--- config.mk ---
export PLATFORM = sky130hd
export DESIGN_NAME = op_uram_read_ctrl
export DESIGN_NICKNAME = d
export VERILOG_FILES = /design/src/rtl/op_rd_pkg.sv /design/src/rtl/lsb_index_enc.sv /design/src/rtl/op_uram_read_ctrl.sv
export SDC_FILE = /design/constraint.sdc
export NUM_CORES = 1
export LEC_CHECK = 0
export ABC_AREA = 1
export BUFFER_PORTS_ARGS = -buffer_cell sky130_fd_sc_hd__buf_4
export CAP_MARGIN = 20
export CORE_ASPECT_RATIO = 1.4
export CORE_MARGIN = 3
export CORE_UTILIZATION = 55
export DETAILED_ROUTE_END_ITERATION = 8
export GPL_ROUTABILITY_DRIVEN = 0
export GPL_TIMING_DRIVEN = 1
export PLACE_DENSITY = 0.82
export SKIP_LAST_GASP = 1
export SLEW_MARGIN = 20
export SYNTH_ARGS = -nofsm -noshare
export SYNTH_HDL_FRONTEND = slang
export SYNTH_HIERARCHICAL = 1
export SYNTH_SLANG_ARGS = --single-unit
--- constraint.sdc ---
create_clock -name S_AXI_ACLK -period 6.39 [get_ports S_AXI_ACLK]
set_clock_uncertainty 0.1 [all_clocks]
set_input_delay 1.278 -clock S_AXI_ACLK [delete_from_list [all_inputs] [get_ports S_AXI_ACLK]]
set_output_delay 1.278 -clock S_AXI_ACLK [all_outputs]
set_load 0.02 [all_outputs]
--- src/rtl/op_rd_pkg.sv ---
// Shared types and defaults for the URAM bank read sequencer.
package op_rd_pkg;

  localparam int DEF_NUM_BANKS      = 64;
  localparam int DEF_TIMEOUT_CYCLES = 1024;

  typedef enum logic [2:0] {
    ST_IDLE,
    ST_ISSUE,
    ST_WAIT_VALID,
    ST_ACK,
    ST_DONE
  } rd_state_e;

endpackage

--- src/rtl/lsb_index_enc.sv ---
// Lowest-set-bit encoder: index of the least significant set bit plus an any-set flag.
module lsb_index_enc #(
  parameter int WIDTH = 64,
  parameter int IDX_W = $clog2(WIDTH)
) (
  input  logic [WIDTH-1:0] mask_i,
  output logic [IDX_W-1:0] idx_o,
  output logic             any_o
);

  // Scan from the top so the lowest set bit is the last one written.
  always_comb begin
    idx_o = '0;
    for (int i = WIDTH - 1; i >= 0; i--) begin
      if (mask_i[i]) idx_o = IDX_W'(i);
    end
  end

  assign any_o = |mask_i;

endmodule

--- src/rtl/op_uram_read_ctrl.sv ---
// Walks the banks of a latched mask lowest-first, doing an enable / valid / ack
// handshake with the clock-domain synchronizer for each bank, with a wait timeout.
//
// state         | meaning
// ST_IDLE       | waiting for start_i
// ST_ISSUE      | one-cycle read enable at rd_bank_o, timer cleared
// ST_WAIT_VALID | waiting for the selected bank's valid to rise
// ST_ACK        | ack held, waiting for the selected bank's valid to fall
// ST_DONE       | one-cycle completion pulse
module op_uram_read_ctrl
  import op_rd_pkg::*;
#(
  parameter int NUM_BANKS      = DEF_NUM_BANKS,
  parameter int TIMEOUT_CYCLES = DEF_TIMEOUT_CYCLES
) (
  input  logic                         S_AXI_ACLK,
  input  logic                         reset,
  input  logic                         start_i,
  input  logic [NUM_BANKS-1:0]         bank_mask_i,
  output logic [NUM_BANKS-1:0]         op_uram_enb_o,
  input  logic [NUM_BANKS-1:0]         op_uram_doutb_valid_ps_i,
  output logic                         op_uram_doutb_ack_o,
  output logic                         rd_strobe_o,
  output logic [$clog2(NUM_BANKS)-1:0] rd_bank_o,
  output logic                         busy_o,
  output logic                         done_o,
  output logic                         timeout_err_o
);

  localparam int IDX_W = $clog2(NUM_BANKS);
  localparam int TMR_W = $clog2(TIMEOUT_CYCLES + 1);
  localparam logic [TMR_W-1:0] TMR_LAST = TMR_W'(TIMEOUT_CYCLES - 1);

  rd_state_e            state_q, state_d;
  logic [NUM_BANKS-1:0] mask_q, mask_d;
  logic [NUM_BANKS-1:0] mask_left;
  logic [NUM_BANKS-1:0] enc_in;
  logic [IDX_W-1:0]     bank_q, bank_d;
  logic [IDX_W-1:0]     enc_idx;
  logic                 enc_any;
  logic [TMR_W-1:0]     timer_q, timer_d;
  logic [TMR_W-1:0]     timer_inc;
  logic                 err_q, err_d;
  logic                 sel_valid;
  logic                 tmo_hit;

  assign mask_left = mask_q & ~(NUM_BANKS'(1) << bank_q);

  // One encoder serves both the initial pick (from the port) and the next pick.
  assign enc_in = (state_q == ST_IDLE) ? bank_mask_i : mask_left;

  lsb_index_enc #(
    .WIDTH (NUM_BANKS),
    .IDX_W (IDX_W)
  ) u_lsb_enc (
    .mask_i (enc_in),
    .idx_o  (enc_idx),
    .any_o  (enc_any)
  );

  assign sel_valid = op_uram_doutb_valid_ps_i[bank_q];
  assign timer_inc = (&timer_q) ? timer_q : timer_q + 1'b1;
  assign tmo_hit   = (timer_inc == TMR_LAST);

  always_comb begin
    state_d             = state_q;
    mask_d              = mask_q;
    bank_d              = bank_q;
    timer_d             = timer_q;
    err_d               = err_q;
    op_uram_enb_o       = '0;
    op_uram_doutb_ack_o = 1'b0;
    rd_strobe_o         = 1'b0;
    done_o              = 1'b0;
    busy_o              = 1'b1;
    case (state_q)
      ST_IDLE: begin
        busy_o = 1'b0;
        if (start_i) begin
          err_d  = 1'b0;
          mask_d = bank_mask_i;
          if (enc_any) begin
            bank_d  = enc_idx;
            state_d = ST_ISSUE;
          end else begin
            state_d = ST_DONE;
          end
        end
      end
      ST_ISSUE: begin
        op_uram_enb_o[bank_q] = 1'b1;
        timer_d               = '0;
        state_d               = ST_WAIT_VALID;
      end
      ST_WAIT_VALID: begin
        timer_d = timer_inc;
        if (sel_valid) begin
          rd_strobe_o = 1'b1;
          state_d     = ST_ACK;
        end else if (tmo_hit) begin
          err_d   = 1'b1;
          mask_d  = '0;
          state_d = ST_IDLE;
        end
      end
      ST_ACK: begin
        op_uram_doutb_ack_o = 1'b1;
        timer_d             = timer_inc;
        // A valid fall seen on the timeout cycle still counts as progress.
        if (!sel_valid) begin
          mask_d = mask_left;
          if (enc_any) begin
            bank_d  = enc_idx;
            state_d = ST_ISSUE;
          end else begin
            state_d = ST_DONE;
          end
        end else if (tmo_hit) begin
          err_d   = 1'b1;
          mask_d  = '0;
          state_d = ST_IDLE;
        end
      end
      ST_DONE: begin
        done_o  = 1'b1;
        state_d = ST_IDLE;
      end
      default: begin
        state_d = ST_IDLE;
      end
    endcase
  end

  always_ff @(posedge S_AXI_ACLK or posedge reset) begin
    if (reset) begin
      state_q <= ST_IDLE;
      mask_q  <= '0;
      bank_q  <= '0;
      timer_q <= '0;
      err_q   <= 1'b0;
    end else begin
      state_q <= state_d;
      mask_q  <= mask_d;
      bank_q  <= bank_d;
      timer_q <= timer_d;
      err_q   <= err_d;
    end
  end

  assign rd_bank_o     = bank_q;
  assign timeout_err_o = err_q;

endmodule

==> results of run 1 <==
-- final cells by class --
class                   count  area [sq um]
well taps                 189           236
clock buffers              11           253
inverters                 233           977
flip-flops and latches     85          2130
clock inverters             4          32.5
multi-input cells        1079          4720
repair buffers            220          1650
fillers                  1355          4510
-- metal layers --
metal  vias up  share of wire, %  track usage [%]
met5         -                 0                0
met2       436                49             55.4
li1       4818                 -                -
met1      4392                38             40.4
met3       110               8.1             5.09
met4         0               5.4             18.6
-- cells in the mapped netlist (3+ instances only) --
master      n  area (sq um)
nand4_1     6          37.5
o21ai_1     7          35.0
nand2_2     3          18.8
o22ai_1     3          18.8
a21oi_1     9          45.0
inv_1     217           815
clkbuf_1   35           131
a21boi_0   46           345
bufinv_8    7           123
nand3_1    81           405
o21ai_0   132           661
dfrtp_1    85          2130
buf_2      10          50.1
nor2_1     98           368
nand2_1   620          2330
nor2_2      4          25.0
buf_4       3          22.5
inv_2       5          18.8
nor3_1     51           255
buf_6      12           135
-- stage by stage --
step                util [%]  area [sq um]
floorplan                  -          8150
detailed placement      66.9          9710
global route            68.9         10000
CTS                     68.9          9990
global placement        66.9          9710
finish                  68.9         10000
-- registers in the layout (all words and copies together) (netlist names) --
register	count
timer_q	11
timeout_err_o	1
state_q	3
rd_bank_o	6
mask_q	64
-- critical path: cells and delay by family, from the launching register on --
kind	cells	cell delay [ps]
AO/OA/AOI/OAI	4	580
buffers and inverters	4	760
AND/OR/NAND/NOR	58	3400
flip-flops	1	590
-- logic make-up (layout without fill, tap and decap cells) --
| family | Yosys count | in the layout | synth area share, % |
|---|---|---|---|
| AO/OA/AOI/OAI | 205 | 205 | 14.3 |
| XOR/XNOR | 1 | 1 | 0.107 |
| adder cells (fa/ha/maj) | 1 | 1 | 0.153 |
| buffers and inverters | 293 | 468 | 16.1 |
| flip-flops | 85 | 85 | 26.1 |
| AND/OR/NAND/NOR | 872 | 872 | 43.2 |
-- cell usage in the layout (no fill, tap or decap), types with 6 or more instances in the layout --
cell	instances
buf_4	220
inv_2	6
bufinv_8	7
inv_1	214
clkbuf_16	9
nand2_1	620
nand4_1	6
a21oi_1	9
a21boi_0	46
nor2_1	96
o21ai_1	7
nand3_1	80
nor2_2	6
nor3_1	51
dfrtp_1	84
o21ai_0	132
-- path summary, 6_finish.rpt --
check	from	cells after the start	endpoint
max in group asynchronous	reset	3	mask_q[56]$_DFFE_PP0P_
worst max register to register	rd_bank_o[0]$_DFFE_PP0P_	66	rd_bank_o[0]$_DFFE_PP0P_
worst min register to register	mask_q[25]$_DFFE_PP0P_	2	mask_q[25]$_DFFE_PP0P_
min in group asynchronous	reset	2	timer_q[4]$_DFFE_PP0P_
worst min-delay path	mask_q[25]$_DFFE_PP0P_	2	mask_q[25]$_DFFE_PP0P_
worst max-delay path	rd_bank_o[0]$_DFFE_PP0P_	66	rd_bank_o[0]$_DFFE_PP0P_
-- timing repair --
| action | 4_1_cts | 5_1_grt |
|---|---|---|
| gates resized for setup | 0 | 2 |
| endpoints found under the setup margin | 0 | 1 |
| buffers inserted | 0 | 0 |
-- power by group through the flow --
stage	Sequential [mW]	Combinational (mW)	Clock [mW]
after floorplan	0.823	2.24	0
after global placement	0.869	2.77	0
after detailed placement	0.877	2.81	0
after CTS	0.869	2.83	0.524
after global routing	0.895	3.21	0.545
final	0.874	2.87	0.523
==> results.ini, run 1 <==
[setup_path]
criticalPathCategory = flop to flop
crit_path_top_delay_cell = dfrtp_1
worst_setup_path_end_kind = flop
cp_data_arrival_time_ps = 5680
worst-path-max-fanout = 18
cp-start-kind = flop
cp.required_ps = 6550
slowest_delay_ps = 590
reg2reg_slack_ps = 870
cpMostUsedCell = nand2_1

[power]
power_frac_clock_pct = 12.2
internal_power_mw = 1.92
combPwrFrac_pct = 67.3
leakagePower_nw = 5.42
vdd_ir_drop_max_v = 0.000266
power_switching_mw = 2.35
seqPwrFrac_pct = 20.5
power.total_mw = 4.27
pwr_density_cell_nw_per_um2 = 427
swShare_pct = 55.1

[cells_and_area]
num-nets-final = 1760
num_antenna_cells = 0
layout.cells.non_filler = 1821
syn_to_final_growth_pct = 22.6
drive_above_1_share_pct = 16.4

[clock_tree]
cts_tree = yes
clock_path_buffers = 2
postCtsHoldBufs = 0
cts_made_buffers = 9
clock_sinks = 85
htreeDepth = 3
clkTransAtPathRegs_ps = 60
clkLatencyLatePin_ps = 350
root_buffer = clkbuf_16

[drt]
post_drt_wl_per_cell_microns = 15.3
antenna_left = 0
wirelength_mm = 27.9
num_vias = 9756
drc = 0
initialDrtViolationCount = 982
viasPerCell = 5.36
firstDrtPassIters = 8

[floorplan]
design.core.area_sq_um = 14500
io_pins = 206
dieHeight_microns = 150
dieWidth_microns = 109
fp-row-count = 52
start_util_pct = 56.2
dieArea_sq_um = 16300

[placed_design]
hpwl_mm = 20.7
place.port_buffers = 205
dp.cells = 1806
place_ws_ps = 784

[timing]
grt_setup_unrepaired = false
fmax_mhz = 181
timing.final.crit_share_pct = 86.4
finalCriticalPeriod_ps = 5520
finalHoldViolCount = 0
relSlewSlack_pct = 25.8
tns_ps = 0
whs_ps = 364
postLayoutSetupSlackWorst_ps = 867
final_max_slew_viol_count = 0
worst_pin_slew_ps = 1110
setup_viol = 0

[logic_synthesis]
avgSynthCellArea_sq_um = 5.60
synth.yosys.seq_area_share_pct = 26.1
yosysUniqueCellTypes = 38
async_flop_share_pct = 100
synthFlopType = dfrtp_1
netlist_instances = 1457
synth_area_sq_um = 8150
yosys_warnings = 6
synth-edff-count = 0
syn_nets = 1589
ys_ff_latch = 85

[global_routing]
grt_max_degree = 57
grt_antenna_before_repair = 0
grt_pass1_vias = 8688
track_usage_pct = 33.2
grt.overflow.total = 0
grt_pass1_wl_mm = 42.8

[run_status]
outcome = finished clean

[worst_hold_path]
worstHoldPathType = flop to flop

[job]
cap_violations = 0

Power figures use the tool's default switching activity.
==> inputs of run 2 (changes only) <==
--- a/config.mk
+++ b/config.mk
@@ -7,8 +7,7 @@
 export LEC_CHECK = 0
 export ABC_AREA = 1
 export BUFFER_PORTS_ARGS = -buffer_cell sky130_fd_sc_hd__buf_4
-export CAP_MARGIN = 20
-export CORE_ASPECT_RATIO = 1.4
+export CORE_ASPECT_RATIO = 1.75
 export CORE_MARGIN = 3
 export CORE_UTILIZATION = 55
 export DETAILED_ROUTE_END_ITERATION = 8
==> constraint.sdc (replaced) <==
create_clock -name S_AXI_ACLK -period 6.39 [get_ports S_AXI_ACLK]
set_clock_uncertainty 0.1 [all_clocks]
set_input_delay 1.5975 -clock S_AXI_ACLK [delete_from_list [all_inputs] [get_ports S_AXI_ACLK]]
set_output_delay 1.5975 -clock S_AXI_ACLK [all_outputs]
set_load 0.02 [all_outputs]
==> results.ini, run 2 (synthesized netlist as in run 1, its figures left out) <==
[run_status]
outcome = finished clean

[clock_tree]
cts_made_buffers = 9  ; unchanged
htreeDepth = 3  ; unchanged
cts_setup_buffers = 0  ; unchanged
clock_path_buffers = 2  ; unchanged
clkLatencyLatePin_ps = 350  ; about the same
cts_tree = yes
cts_resized = 0  ; unchanged
postCtsHoldBufs = 0  ; unchanged
root_buffer = clkbuf_16
clock_sinks = 85  ; unchanged
clkTransAtPathRegs_ps = 70  ; about the same

[setup_path]
criticalPathCategory = flop to flop
cpMostUsedCell = nand2_1
cp-start-kind = flop
r2r_end = rd_bank_o[0]$_DFFE_PP0P_
crit_path_top_delay_cell = nor2_1
cp_data_arrival_time_ps = 5510  ; -170 ps
worst-path-max-fanout = 11  ; -7
endpoint = rd_bank_o[0]$_DFFE_PP0P_
reg2reg_slack_ps = 1000  ; +140 ps
reg2regPathDepth = 69  ; +4.5%
cp.required_ps = 6510  ; -40 ps
worstReg2RegStart = rd_bank_o[3]$_DFFE_PP0P_
worst_setup_path_end_kind = flop
slowest_delay_ps = 640  ; +50 ps
startpoint = rd_bank_o[3]$_DFFE_PP0P_

[placed_design]
place.port_buffers = 205  ; unchanged
place_ws_ps = 920  ; +136 ps
hpwl_mm = 21.3  ; +2.9%
post_dp_cell_area_sq_um = 9720  ; +0.12%

[global_routing]
track_usage_pct = 33.8  ; +0.65 points
grt_pass1_wl_mm = 45.0  ; +5.1%
grt_antenna_before_repair = 0  ; unchanged
grt.overflow.total = 0  ; unchanged
grt_max_degree = 67  ; +18%
grt_pass1_vias = 9211  ; +6.0%

[timing]
tns_ps = 0  ; unchanged
grt_setup_unrepaired = false
postLayoutSetupSlackWorst_ps = 1000  ; +136 ps
finalHoldViolCount = 0  ; unchanged
final_max_slew_viol_count = 0  ; unchanged
relSlewSlack_pct = 34.6  ; +8.8 points
fmax_mhz = 186  ; +2.5%
setup_viol = 0  ; unchanged
worst_pin_slew_ps = 978  ; -131 ps
timing.final.crit_share_pct = 84.3  ; -2.1 points
finalCriticalPeriod_ps = 5390  ; -136 ps

[drt]
initialDrtViolationCount = 776  ; -21%
firstDrtPassIters = 6  ; -2
post_drt_wl_per_cell_microns = 15.7  ; +2.1%
viasPerCell = 5.42  ; +1.2%
drc = 0  ; unchanged
antenna_left = 0  ; unchanged
wirelength_mm = 28.4  ; +1.9%
num_vias = 9844  ; +0.90%

[cells_and_area]
largest_register_ffs = 64  ; unchanged
final_cell_mix = nand2_1, buf_4, inv_1
num_antenna_cells = 0  ; unchanged
final_area_sq_um = 10000  ; about the same
num-nets-final = 1763  ; +0.17%
drive_above_1_share_pct = 16.6  ; +0.20 points
top_register = mask_q
syn_to_final_growth_pct = 22.6  ; about the same
layout_commonest_cell = nand2_1
final_core_util_pct = 69.2  ; +0.30 points

[floorplan]
start_util_pct = 56.5  ; +0.26 points
io_pins = 206  ; unchanged
dieArea_sq_um = 16400  ; +0.22%
dieWidth_microns = 98.0  ; -10%
design.core.area_sq_um = 14400  ; -0.47%
fp-row-count = 58  ; +12%
dieHeight_microns = 167  ; +11%

[power]
swShare_pct = 55.5  ; +0.36 points
seqPwrFrac_pct = 20.5  ; about the same
power_frac_clock_pct = 11.7  ; -0.5 points
leakagePower_nw = 5.44  ; +0.24%
vdd_ir_drop_max_v = 0.000307  ; +15%
power_switching_mw = 2.37  ; +0.62%
combPwrFrac_pct = 67.8  ; +0.5 points
internal_power_mw = 1.90  ; -0.85%
pwr_density_cell_nw_per_um2 = 427  ; about the same

[job]
cap_violations = 0  ; unchanged

[worst_hold_path]
worstHoldPathType = flop to flop

[run 2: final cells by class]
cell class,count,area (sq um)
multi-input cells,1079,4720
clock buffers,10,229
repair buffers,223,1670
inverters,233,977
clock inverters,6,40.0
flip-flops and latches,85,2130
fillers,1413,4440
well taps,180,225
[run 2: worst min path at each step]
| stage | start | to | slack [ps] | cells past startpoint |
|---|---|---|---|---|
| after global placement | mask_q[25]$_DFFE_PP0P_ | mask_q[25]$_DFFE_PP0P_ | 350 | 2 |
| after floorplan | mask_q[10]$_DFFE_PP0P_ | mask_q[10]$_DFFE_PP0P_ | 340 | 2 |
| after detailed placement | mask_q[13]$_DFFE_PP0P_ | mask_q[13]$_DFFE_PP0P_ | 350 | 2 |
| after CTS | mask_q[40]$_DFFE_PP0P_ | mask_q[40]$_DFFE_PP0P_ | 370 | 2 |
| after global routing | mask_q[40]$_DFFE_PP0P_ | mask_q[40]$_DFFE_PP0P_ | 380 | 2 |
| final | mask_q[60]$_DFFE_PP0P_ | mask_q[60]$_DFFE_PP0P_ | 370 | 2 |
[run 2: worst max-delay path, delay by kind of cell (launching register included)]
kind            cells  cell delay, ps
simple gates       64            3990
buf+inv             2             310
compound gates      3             300
flops               1             550
[run 2: routing by layer]
metal	part of all wire (%)	wire length, microns	track usage (%)	up-vias
li1	-	-	-	4825
met1	36	10400	38.3	4450
met2	50	14300	59.1	446
met3	7.5	2140	5.83	123
met4	5.8	1650	19.3	0
met5	0	0	0	-
[run 2: power by group through the flow]
stage | sequential (mW) | combinational, mW | clock (mW)
5_1_grt | 0.897 | 3.26 | 0.525
2_1_floorplan | 0.823 | 2.24 | 0
4_1_cts | 0.868 | 2.86 | 0.503
3_3_place_gp | 0.871 | 2.80 | 0
3_5_place_dp | 0.876 | 2.84 | 0
6_report | 0.875 | 2.89 | 0.501
[run 2: stage by stage]
stage	power (mW)	hold WS, ps	cells
final	4.27	368	1816
after global routing	4.68	381	1816
after CTS	4.23	369	1816
after detailed placement	3.72	353	1800
after global placement	3.67	347	1800
after floorplan	3.07	336	1457
